--- src/rtl/load_mem_unit_pkg.sv ---
`default_nettype none
// ============================================================================
// load_mem_unit_pkg : load-function encodings, result/metadata types, helpers
// Revision 1.0
// ============================================================================
package load_mem_unit_pkg;

  localparam int ROB_IX_W = 3;

  // RISC-V funct3 encodings of the supported loads
  typedef enum logic [2:0] {
    LF_LB  = 3'b000,
    LF_LH  = 3'b001,
    LF_LW  = 3'b010,
    LF_LBU = 3'b100,
    LF_LHU = 3'b101
  } load_func_e;

  typedef struct packed {
    logic [ROB_IX_W-1:0] rob_ix;
    logic [31:0]         data;
    logic                misalign;
  } load_result_t;

  typedef struct packed {
    logic [ROB_IX_W-1:0] rob_ix;
    load_func_e          func;
    logic [1:0]          off;
    logic                misalign;
  } load_meta_t;

  function automatic logic load_misaligned(input load_func_e func, input logic [1:0] off);
    logic mis;
    case (func)
      LF_LH, LF_LHU: mis = off[0];
      LF_LW:         mis = (off != 2'b00);
      default:       mis = 1'b0;
    endcase
    return mis;
  endfunction

endpackage
`default_nettype wire

--- src/rtl/load_result_fifo.sv ---
`default_nettype none
// ============================================================================
// load_result_fifo : synchronous result FIFO with flush, head shown when valid
// Revision 1.0
// ============================================================================
module load_result_fifo #(
  parameter int DEPTH = 4,
  parameter int WIDTH = 36
) (
  input  logic                       clk_in,
  input  logic                       rst_in,
  input  logic                       flush_in,
  input  logic                       push_in,
  input  logic [WIDTH-1:0]           data_in,
  input  logic                       pop_in,
  output logic [WIDTH-1:0]           data_out,
  output logic                       valid_out,
  output logic [$clog2(DEPTH+1)-1:0] count_out
);

  localparam int c_ptr_w = (DEPTH > 1) ? $clog2(DEPTH) : 1;
  localparam int c_cnt_w = $clog2(DEPTH + 1);

  logic [WIDTH-1:0]   r_mem [DEPTH];
  logic [c_ptr_w-1:0] r_wr_ptr;
  logic [c_ptr_w-1:0] r_rd_ptr;
  logic [c_cnt_w-1:0] r_count;
  logic               w_push;
  logic               w_pop;

  function automatic logic [c_ptr_w-1:0] next_ptr(input logic [c_ptr_w-1:0] ptr);
    return (ptr == c_ptr_w'(DEPTH - 1)) ? '0 : ptr + c_ptr_w'(1);
  endfunction

  assign w_pop  = pop_in && (r_count != '0);
  // a full FIFO may still accept when its head leaves in the same cycle
  assign w_push = push_in && ((r_count != c_cnt_w'(DEPTH)) || w_pop);

  always_ff @(posedge clk_in) begin
    if (!rst_in || flush_in) begin
      r_wr_ptr <= '0;
      r_rd_ptr <= '0;
      r_count  <= '0;
    end else begin
      if (w_push) r_wr_ptr <= next_ptr(r_wr_ptr);
      if (w_pop)  r_rd_ptr <= next_ptr(r_rd_ptr);
      case ({w_push, w_pop})
        2'b10:   r_count <= r_count + c_cnt_w'(1);
        2'b01:   r_count <= r_count - c_cnt_w'(1);
        default: r_count <= r_count;
      endcase
    end
  end

  always_ff @(posedge clk_in) begin
    if (w_push && rst_in && !flush_in) r_mem[r_wr_ptr] <= data_in;
  end

  assign valid_out = (r_count != '0);
  assign data_out  = valid_out ? r_mem[r_rd_ptr] : '0;
  assign count_out = r_count;

endmodule
`default_nettype wire

--- src/rtl/load_mem_unit.sv ---
`default_nettype none
// ============================================================================
// load_mem_unit : BRAM load responder with credit-limited result FIFO
// Revision 1.0
// ============================================================================
module load_mem_unit
  import load_mem_unit_pkg::*;
#(
  parameter int MEM_LATENCY = 2,
  parameter int OUT_DEPTH   = 4,
  parameter int ADDR_W      = 12
) (
  input  logic                clk_in,
  input  logic                rst_in,
  input  logic                valid_in,
  input  logic [31:0]         addr_in,
  input  logic [ROB_IX_W-1:0] rob_ix_in,
  input  logic [2:0]          func_in,
  output logic                ready_out,
  input  logic                flush_in,
  output logic [ADDR_W-1:0]   mem_addr_out,
  input  logic [31:0]         mem_data_in,
  output logic                res_valid_out,
  input  logic                res_ready_in,
  output logic [ROB_IX_W-1:0] res_rob_ix_out,
  output logic [31:0]         res_data_out,
  output logic                res_misalign_out
);

  localparam int c_cnt_w = $clog2(OUT_DEPTH + 1);

  load_meta_t         r_meta [MEM_LATENCY];
  logic [MEM_LATENCY-1:0] r_vld;
  logic [c_cnt_w-1:0] w_fifo_count;
  logic [31:0]        w_used;
  logic               w_fire;
  logic               w_push;
  logic               w_pop;
  logic               w_head_valid;
  load_func_e         w_func;
  load_result_t       w_push_res;
  load_result_t       w_head;
  logic               unused_addr_hi;

  function automatic logic [31:0] extend_load(input load_func_e func, input logic [1:0] off,
                                              input logic [31:0] word);
    logic [7:0]  b;
    logic [15:0] h;
    logic [31:0] ext;
    b = word[{off, 3'b000} +: 8];
    h = word[{off[1], 4'b0000} +: 16];
    case (func)
      LF_LB:   ext = {{24{b[7]}}, b};
      LF_LBU:  ext = {24'h0, b};
      LF_LH:   ext = {{16{h[15]}}, h};
      LF_LHU:  ext = {16'h0, h};
      default: ext = word;
    endcase
    return ext;
  endfunction

  // every accepted load holds a credit until its result is popped
  assign w_used       = 32'($countones(r_vld)) + 32'(w_fifo_count);
  assign ready_out    = (w_used < 32'(OUT_DEPTH)) && !flush_in;
  assign w_fire       = valid_in && ready_out;
  assign w_func       = load_func_e'(func_in);
  assign mem_addr_out = addr_in[ADDR_W+1:2];
  assign unused_addr_hi = ^addr_in[31:ADDR_W+2];

  always_ff @(posedge clk_in) begin
    if (!rst_in || flush_in) begin
      r_vld <= '0;
    end else begin
      r_vld[0] <= w_fire;
      for (int i = 1; i < MEM_LATENCY; i++) r_vld[i] <= r_vld[i-1];
    end
  end

  always_ff @(posedge clk_in) begin
    r_meta[0] <= '{rob_ix:   rob_ix_in,
                   func:     w_func,
                   off:      addr_in[1:0],
                   misalign: load_misaligned(w_func, addr_in[1:0])};
  end

  generate
    for (genvar gi = 1; gi < MEM_LATENCY; gi++) begin : g_meta_stage
      always_ff @(posedge clk_in) r_meta[gi] <= r_meta[gi-1];
    end
  endgenerate

  // the last stage lines up with the BRAM word for that request
  assign w_push     = r_vld[MEM_LATENCY-1];
  assign w_push_res = '{rob_ix:   r_meta[MEM_LATENCY-1].rob_ix,
                        data:     extend_load(r_meta[MEM_LATENCY-1].func,
                                              r_meta[MEM_LATENCY-1].off, mem_data_in),
                        misalign: r_meta[MEM_LATENCY-1].misalign};
  assign w_pop      = w_head_valid && res_ready_in;

  load_result_fifo #(
    .DEPTH (OUT_DEPTH),
    .WIDTH ($bits(load_result_t))
  ) u_fifo (
    .clk_in    (clk_in),
    .rst_in    (rst_in),
    .flush_in  (flush_in),
    .push_in   (w_push),
    .data_in   (w_push_res),
    .pop_in    (w_pop),
    .data_out  (w_head),
    .valid_out (w_head_valid),
    .count_out (w_fifo_count)
  );

  assign res_valid_out    = w_head_valid;
  assign res_rob_ix_out   = w_head.rob_ix;
  assign res_data_out     = w_head.data;
  assign res_misalign_out = w_head.misalign;

endmodule
`default_nettype wire

--- config.mk ---
export PLATFORM = sky130hd
export DESIGN_NAME = load_mem_unit
export DESIGN_NICKNAME = d
export VERILOG_FILES = /design/src/rtl/load_mem_unit_pkg.sv /design/src/rtl/load_result_fifo.sv /design/src/rtl/load_mem_unit.sv
export SDC_FILE = /design/constraint.sdc
export NUM_CORES = 1
export LEC_CHECK = 0
export CORE_AREA = 2 2 127 129
export DETAILED_ROUTE_END_ITERATION = 16
export DIE_AREA = 0 0 129 131
export PLACE_DENSITY = 0.75
export SYNTH_ARGS = -nofsm -noshare
export SYNTH_HDL_FRONTEND = slang
export SYNTH_SLANG_ARGS = --single-unit
--- constraint.sdc ---
create_clock -name clk_in -period 2 [get_ports clk_in]
set_input_delay 0.2 -clock clk_in [delete_from_list [all_inputs] [get_ports clk_in]]
set_output_delay 0.2 -clock clk_in [all_outputs]
set_load 0.03 [all_outputs]
==> results.toml <==
[pwr]
vdd_drop_max_mv = 0.702
powerDensity_nw_per_um2 = 794
power_mw = 7.36
p_leak_nw = 3.25

[yosys]
synth-seq-area-share_pct = 67.2
synth_top_cell_by_area = "edfxtp_1"
synth.distinct_cells = 44
synth_seq_cells = 173
avgSynthCellArea_sq_um = 15.9
synth_nets = 541
synth_commonest_cells = "edfxtp_1 (144), nand2_1 (43), and2_1 (41)"
synth_top_area_share_pct = 59.2
yosys_warnings = 0
synthesis.area_sq_um = 7300
yosysMostFrequentCell = "edfxtp_1"
synth.area.top_cells = "edfxtp_1 (59%), mux4_2 (11%), dfxtp_1 (7.9%), and2_1 (3.5%), nand2_1 (2.2%)"
syn_inst = 459
synth_edf_count = 144
ys.flop_type = "edfxtp_1"
ys_async_sr_fraction_pct = 0

[timing]
final_max_slew_viol_count = 0
rsz0062_at_grt = "yes"
tightestPinTransition_ns = 0.505
fmax_mhz = 482
worst_slack_ns = -0.0730
layout_min_cycle_time_ns = 2.07
relSlewSlack_pct = 66.3
period_share_pct = 104
setup-violations-final = 36
skew_ns = 0.00524
hold_viol = 0

[global_route]
grtUsageTotal_pct = 19.2
grt.overflow.total = 0
grt_pass1_wl_um = 23700
antenna_found_initial = 0
grt_max_degree = 40
grt_pass1_vias = 4244

[clock_network]
clockBufferDepth = 2
cts_tree = "done"
post_cts_buffers = 0
cts_max_level = 4
numCtsBuffers = 17
clkLatencyLatePin_ns = 0.42
clock-sinks = 173
clock-root-buffer = "clkbuf_16"
path_clk_slew_ns = 0.06
cts_hold_repair.buffers = 0

[critical_path]
crit_arrival_ns = 1.87
critPathMaxFanout = 12
crit_path_end_kind = "output pin"
setup.worst_path.start_class = "flip-flop"
r2r_end = "u_fifo.r_mem[1][16]"
rrSetupSlack_ns = 0.16
reg2regPathDepth = 4
r2r_start = "r_meta[0][13]"
critPathKind = "flip-flop to output pin"
critPathRequiredTime_ns = 1.80

[drt]
drt-total-wl_um = 15300
via_per_inst = 5.43
drt_drc_violations_left = 0
drtIter0Drc = 409
wl_per_cell_um = 19.5
firstDrtPassIters = 7
drtAntennaViolNets = 0
vias = 4242

[place]
gp_congestion = 0.969
place_ws_ns = -0.0505
dp_hpwl_um = 10000
numPortBuffers = 82

[floorplan]
die_h_um = 131
core_area_sq_um = 15600
ios = 125
rows = 46
die_w_um = 129
die_area_sq_um = 16900
start_util_pct = 46.8

[hold_path]
hold_path_end = "r_meta[0][7]"
worstHoldPathType = "primary input to flip-flop"
hold_depth = 1
hp-start = "rob_ix_in[1]"

[final_layout]
layout.nets = 634
drive_gt1_share_pct = 33.5
diodes = 0
areaGrowthSynthToFinish_pct = 26.8

[status]
violations = "negative setup slack"
status = "complete, but fails checks"

[job]
maxCapViolations = 0
[area by class of cell]
type	count	area, sq um
Inverter	8	30.0
Clock buffer	19	433
Multi-Input combinational cell	238	2210
Fill cell	1173	6330
Tap cell	216	270
Sequential cell	173	4910
Clock inverter	13	93.8
Timing Repair Buffer	114	1310
[stage by stage]
| stage | instances | area [sq um] | setup TNS (ns) | hold slack [ns] | utilization [%] |
|---|---|---|---|---|---|
| after floorplan | 459 | 7320 | -0.0245 | 0.228 | - |
| after global placement | 748 | 8490 | -0.0178 | 0.311 | 54.5 |
| after detailed placement | 748 | 8490 | -0.0505 | 0.312 | 54.5 |
| after CTS | 781 | 9260 | -2.34 | 0.199 | 59.4 |
| after global routing | 781 | 9260 | -3.55 | 0.227 | 59.4 |
| final | 781 | 9260 | -1.15 | 0.221 | 59.4 |
[logic make-up after synthesis]
group / count (synthesis) / synth area share [%]
compound gates: 69 / 6.77
simple gates: 121 / 8.89
flops: 173 / 67.2
mux: 39 / 11.6
xor+xnor: 2 / 0.240
fa+ha+maj: 7 / 1.30
buf+inv: 48 / 3.99
[routing by layer]
metal / wire [um] / up-vias / share of wire, % / global-route usage (%)
li1: - / 1914 / - / -
met1: 6330 / 2110 / 42 / 25.7
met2: 7570 / 195 / 50 / 30.9
met3: 1120 / 23 / 7.3 / 4.48
met4: 234 / 0 / 1.5 / 7.48
met5: 0 / - / 0 / 0
[worst max path at each step]
stage                        startpoint                   to  slack [ns]  cells past startpoint
finish                        flip-flop      res_data_out[2]       -0.07                      4
global route                  flip-flop     res_data_out[10]       -0.14                      4
CTS                           flip-flop      res_data_out[1]       -0.10                      4
detailed placement         res_ready_in  u_fifo.count_out[2]       -0.05                      7
global placement           res_ready_in  u_fifo.count_out[2]       -0.02                      7
floorplan           u_fifo.count_out[2]  u_fifo.count_out[2]       -0.02                      8
[state kept, by name, indices dropped and copies added, names as in the netlist, named ones only]
signal	count
u_fifo.r_rd_ptr	2
u_fifo.r_wr_ptr	2
r_meta	18
u_fifo.count_out	3
u_fifo.r_mem	144
r_vld	2
[layout by cell type (no fill, tap or decap), drive strengths merged, types with 3 or more instances in the layout]
| master | instances |
|---|---|
| buf | 70 |
| dfxtp | 29 |
| nand2b | 6 |
| clkinv | 9 |
| mux4 | 36 |
| o21ai | 6 |
| a211oi | 6 |
| a221o | 8 |
| a21o | 4 |
| edfxtp | 144 |
| nor2 | 12 |
| a22oi | 6 |
| and2 | 41 |
| nor2b | 5 |
| nand3b | 4 |
| o21a | 3 |
| inv | 10 |
| a21oi | 29 |
| clkbuf | 19 |
| nand2 | 43 |
| clkdlybuf4s50 | 44 |
| ha | 6 |
| or3 | 3 |
[worst max-delay path: stages (launching register included)]
cell and delay [ns]:
dfxtp_4 0.41, buf_12 0.18, mux4_2 0.55, and2_4 0.18, buf_6 0.13
[timing repair]
item	CTS	global route
gates cloned	1	0
gates resized for setup	73	6
setup endpoints to repair	37	74
endpoints found under the hold margin	0	0
[where the power goes]
part	switching [mW]	internal, mW
Sequential	0.0177	3.95
Clock	1.33	1.59
Combinational	0.247	0.218
(Power assumes the default switching activity.)
